**config.mk**
```make
export PLATFORM = sky130hd
export DESIGN_NAME = bridge_reg_bank
export DESIGN_NICKNAME = d
export VERILOG_FILES = /design/src/rtl/bridge_reg_bank.sv
export SDC_FILE = /design/constraint.sdc
export NUM_CORES = 1
export LEC_CHECK = 0
export BUFFER_PORTS_ARGS = -buffer_cell sky130_fd_sc_hd__clkbuf_2
export CORE_UTILIZATION = 32
export CTS_CLUSTER_DIAMETER = 150
export CTS_CLUSTER_SIZE = 25
export DETAILED_ROUTE_END_ITERATION = 10
export REMOVE_ABC_BUFFERS = 1
export SLEW_MARGIN = 20
export SYNTH_ARGS = -nofsm -noshare
export SYNTH_HDL_FRONTEND = slang
export SYNTH_SLANG_ARGS = --single-unit
```
**constraint.sdc**
```tcl
create_clock -name clk -period 8.5 [get_ports clk]
set_clock_uncertainty 0.2 [all_clocks]
set_input_delay 0.85 -clock clk [delete_from_list [all_inputs] [get_ports clk]]
set_output_delay 0.85 -clock clk [all_outputs]
set_load 0.02 [all_outputs]
```
**src/rtl/bridge_reg_bank.sv**
```systemverilog
// Core-side register bank behind the bridge crossing: control registers with change strobes,
// read-only status registers, registered read data. Optional macro: BRIDGE_REG_BANK_STATUS_SYNC_EN.
module bridge_reg_bank #(
    parameter logic [31:0] base_addr        = 32'h0000_0000,
    parameter int          num_ctrl         = 4,
    parameter int          num_status       = 4,
    parameter logic [31:0] ctrl_reset_value = 32'h0000_0000,
    localparam int         STATUS_W         = (num_status > 0) ? num_status * 32 : 32
) (
    input  logic                    clk,
    input  logic                    reset,
    input  logic [31:0]             bridge_addr,
    input  logic                    bridge_wr,
    input  logic                    bridge_rd,
    input  logic [31:0]             bridge_wr_data,
    output logic [31:0]             bridge_rd_data,
    output logic                    rd_hit,
    output logic [num_ctrl*32-1:0]  ctrl,
    output logic [num_ctrl-1:0]     ctrl_changed,
    input  logic [STATUS_W-1:0]     status
);

    localparam int NUM_REGS  = num_ctrl + num_status;
    localparam int WIN_BYTES = NUM_REGS * 4;
    localparam int WIN_BITS  = $clog2(WIN_BYTES);
    localparam int IDX_W     = (NUM_REGS > 1) ? $clog2(NUM_REGS) : 1;
    localparam int MUX_DEPTH = 1 << IDX_W;
    localparam logic [31:0] WIN_MASK = (32'd1 << WIN_BITS) - 32'd1;

    if ((num_ctrl < 1) || (NUM_REGS > 32)) begin : g_bad_count
        $error("bridge_reg_bank: num_ctrl must be >= 1 and num_ctrl+num_status <= 32");
    end

    if ((base_addr & WIN_MASK) != 32'd0) begin : g_bad_base
        $error("bridge_reg_bank: base_addr not aligned to the decode window");
    end

    logic [31:0]          offset_s;
    logic                 hit_s;
    logic [IDX_W-1:0]     idx_s;
    logic [num_ctrl-1:0]  wr_sel_s;
    logic [31:0]          mux_words_s [MUX_DEPTH];
    logic [STATUS_W-1:0]  status_view_s;

    logic [31:0]          ctrl_q [num_ctrl];
    logic [31:0]          ctrl_d [num_ctrl];
    logic [num_ctrl-1:0]  ctrl_changed_q;
    logic [num_ctrl-1:0]  ctrl_changed_d;
    logic [31:0]          rd_data_q;
    logic [31:0]          rd_data_d;
    logic                 rd_hit_q;
    logic                 rd_hit_d;

    // Wrapping subtraction: addresses below the base produce a huge offset and miss.
    assign offset_s = bridge_addr - base_addr;
    assign hit_s    = (offset_s < 32'(WIN_BYTES));
    assign idx_s    = offset_s[IDX_W+1:2];

`ifdef BRIDGE_REG_BANK_STATUS_SYNC_EN
    logic [STATUS_W-1:0] status_meta_q;
    logic [STATUS_W-1:0] status_sync_q;

    // Two-flop synchronizer for quasi-static status from foreign clock domains.
    always_ff @(posedge clk or posedge reset) begin
        if (reset) begin
            status_meta_q <= '0;
            status_sync_q <= '0;
        end else begin
            status_meta_q <= status;
            status_sync_q <= status_meta_q;
        end
    end

    assign status_view_s = status_sync_q;
`else
    assign status_view_s = status;
`endif

    for (genvar i = 0; i < MUX_DEPTH; i++) begin : g_mux
        if (i < num_ctrl) begin : g_ctrl_word
            assign mux_words_s[i] = ctrl_q[i];
        end else if (i < NUM_REGS) begin : g_status_word
            assign mux_words_s[i] = status_view_s[(i-num_ctrl)*32 +: 32];
        end else begin : g_empty_word
            assign mux_words_s[i] = 32'h0000_0000;
        end
    end

    for (genvar i = 0; i < num_ctrl; i++) begin : g_ctrl
        assign wr_sel_s[i]        = bridge_wr && hit_s && (idx_s == IDX_W'(i));
        assign ctrl[i*32 +: 32]   = ctrl_q[i];
    end

    // Next-state for control registers and their change strobes.
    always_comb begin
        for (int i = 0; i < num_ctrl; i++) begin
            if (wr_sel_s[i]) begin
                ctrl_d[i] = bridge_wr_data;
            end else begin
                ctrl_d[i] = ctrl_q[i];
            end
        end
        ctrl_changed_d = wr_sel_s;
    end

    // Read data holds on a miss so the return crossing never sees a spurious change.
    always_comb begin
        rd_hit_d = bridge_rd && hit_s;
        if (rd_hit_d) begin
            rd_data_d = mux_words_s[idx_s];
        end else begin
            rd_data_d = rd_data_q;
        end
    end

    // State registers; reset drops any strobe that was in flight.
    always_ff @(posedge clk or posedge reset) begin
        if (reset) begin
            for (int i = 0; i < num_ctrl; i++) begin
                ctrl_q[i] <= ctrl_reset_value;
            end
            ctrl_changed_q <= '0;
            rd_data_q      <= 32'h0000_0000;
            rd_hit_q       <= 1'b0;
        end else begin
            for (int i = 0; i < num_ctrl; i++) begin
                ctrl_q[i] <= ctrl_d[i];
            end
            ctrl_changed_q <= ctrl_changed_d;
            rd_data_q      <= rd_data_d;
            rd_hit_q       <= rd_hit_d;
        end
    end

    assign bridge_rd_data = rd_data_q;
    assign rd_hit         = rd_hit_q;
    assign ctrl_changed   = ctrl_changed_q;

endmodule

```
==> qor.yml <==
p_clk_share_pct: 46.5
tritoncts: "yes"
rr_endpoint: "bridge_rd_data[11]"
fp.dieW_um: 167
ys_types: 26
syn_inst: 486
cp-start-kind: "primary input"
fin_cells: 1193
core_um2: 26900
rr_worst_depth: 3
grt_pass1_wl_um: 36400
path_cells: "buf_4, buf_4, nand2b_1, nor4_4, buf_4, mux2_2"
clock_latency_ns: 0.43
htree_levels: 4
layout.nets: 1035
fp-row-count: 60
p_int_uw: 1310
rsz0062_at_grt: "no"
post_cts_buffers: 0
clkSinkCount: 165
min_to: "bridge_rd_data[9]"
outcome: "completed"
fmax_mhz: 309
antenna_found_initial: 0
grt_pass1_vias: 6118
yosysTopAreaCell: "dfrtp_1"
min_from: "bridge_rd_data[9]"
cts_hold_buf: 0
drv_slew: 0
vias: 5815
layout_min_cycle_time_ns: 3.24
power_density_nw_per_um2: 153
wl_um: 23400
rr_startpoint: "ctrl[43]"
antenna_cells: 0
avgViaCountPerCell: 4.87
yosys_warnings: 0
setup_viol: 0
ant_nets: 0
gp_congestion: 0.735
synth-seq-cells: 165
drt_first_pass_iters: 4
die_area_um2: 27900
crit_path_top_delay_cell: "buf_4"
dpl.hpwl_um: 16400
grt_overflow: 0
p_sw_share_pct: 24.6
avgRoutedWirePerCell_um: 19.6
finalCritPeriodShare_pct: 38.1
async_flop_share_pct: 100
hold_violations: 0
drv_cap: 0
p_seq_share_pct: 45.1
crit_fanout: 37
io_pins: 361
ir_worst_vdd_uv: 114
final_util_pct: 42.4
avgSynthCellArea_um2: 18.0
drt_iter0_drc: 269
slew-limit-headroom_pct: 39.7
p_switching_uw: 428
cts_resized: 0
die_h_um: 167
cp.required_ns: 8.62
syn_area_um2: 8730
cp_common_cell: "buf_4"
p_leak_uw: 0.00588
cts_root_buf: "clkbuf_16"
synth_ff_type: "dfrtp_1"
fin_tns_setup_ns: 0
cp.buffers_inverters: 3
crit_family: "buffers and inverters"
ys_top_cells_by_area: "dfrtp_1 (47%), mux2_4 (21%), mux4_2 (17%)"
tightest_slew_ns: 0.904
mostFrequentLayoutCell: "clkbuf_2"
io_buffers: 358
arrival_ns: 3.36
cp-end-kind: "flop"
seq_area_frac_synth_pct: 47.3
layout-drive-gt1-share_pct: 78.3
grt_max_degree: 95
r2r_setup_slack_ns: 6.75
slowest_delay_ns: 0.65
area_growth_pct: 30.7
route.detailed.drc: 0
hp-class: "flop to flop"
clk_pin_slew_ns: 0.08
critPathKind: "primary input to flop"
pwr-share-comb_pct: 8.4
synth_edf_count: 0
yosys.area.top_type_share_pct: 47.3
min_delay_path_depth: 1
dp.cells: 1160
start_util_pct: 32.5
numCtsBuffers: 17
layout_common_cells: "clkbuf_2 (356), dfrtp_1 (165), mux2_4 (120)"
cts_buffer_depth: 2
track_usage_pct: 17.1
-- power groups by stage --
stage | Combinational [uW] | Clock, uW | Sequential [uW]
floorplan | 65.3 | 0 | 800
global placement | 146 | 0 | 800
detailed placement | 149 | 0 | 800
CTS | 149 | 842 | 784
global route | 160 | 872 | 784
finish | 145 | 810 | 785
-- cells by family (layout without fill, tap and decap cells) --
| family | count (synthesis) | count (layout) | synth area share (%) |
|---|---|---|---|
| flops | 165 | 165 | 47.3 |
| mux | 256 | 256 | 46.5 |
| simple gates | 30 | 30 | 3.50 |
| buf+inv | 35 | 401 | 2.72 |
-- state kept, by name (all words and copies together), names as in the netlist --
name and cells:
ctrl_changed 4, ctrl 128, rd_hit 1, bridge_rd_data 32
-- worst register-to-register path: cells and delay by family (launching register included) --
family	cells	cell delay, ns
multiplexers	3	1.03
flip-flops	1	0.43
-- Yosys cell counts, types with 2 or more instances --
cell and instances:
dfrtp_1 165, mux2_4 120, mux2_2 71, mux4_2 64
buf_2 13, buf_6 12, clkbuf_1 5, buf_1 4
nor3_1 4, nor4_4 4, nand2_1 3, nand2b_1 3
nor4_2 3, nand4b_1 2, nor4_1 2
-- worst max path at each step --
stage | startpoint | slack (ns) | end | cells past startpoint
5_1_grt | bridge_addr[2] | 5.02 | ctrl[62] | 6
4_1_cts | bridge_addr[30] | 5.10 | bridge_rd_data[5] | 6
3_3_place_gp | bridge_addr[20] | 4.68 | bridge_rd_data[14] | 6
6_report | bridge_addr[2] | 5.26 | ctrl[62] | 6
3_5_place_dp | bridge_addr[23] | 4.62 | bridge_rd_data[5] | 6
2_1_floorplan | reset | 2.99 | bridge_rd_data[0] | 1
-- cell type report --
| cell class | instances | area (um^2) |
|---|---|---|
| inverter | 1 | 8.76 |
| tap | 341 | 427 |
| clock buffer | 18 | 429 |
| clock inverter | 14 | 175 |
| sequential | 165 | 4130 |
| timing repair buffer | 368 | 1880 |
| fill | 2510 | 15500 |
| multi-input combinational | 286 | 4360 |
-- routing by layer --
layer  wire length (um)  global-route usage, %  vias to the layer above
met3               1230                   4.14                       17
met2              11600                   28.9                      210
met5                  0                      0                        -
met1              10300                   22.2                     2994
li1                   -                      -                     2594
met4                254                   3.95                        0
-- metrics by stage --
step                hold WS [ns]  setup WS, ns  instance area, um^2  power (uW)
floorplan                  0.409          2.99                 8490         865
global placement           0.270          4.68                10800         946
detailed placement         0.275          4.62                10800         948
CTS                        0.291          5.10                11400        1780
global route               0.320          5.02                11400        1820
finish                     0.286          5.26                11400        1740
No activity file was read; power rests on OpenSTA's default activity.
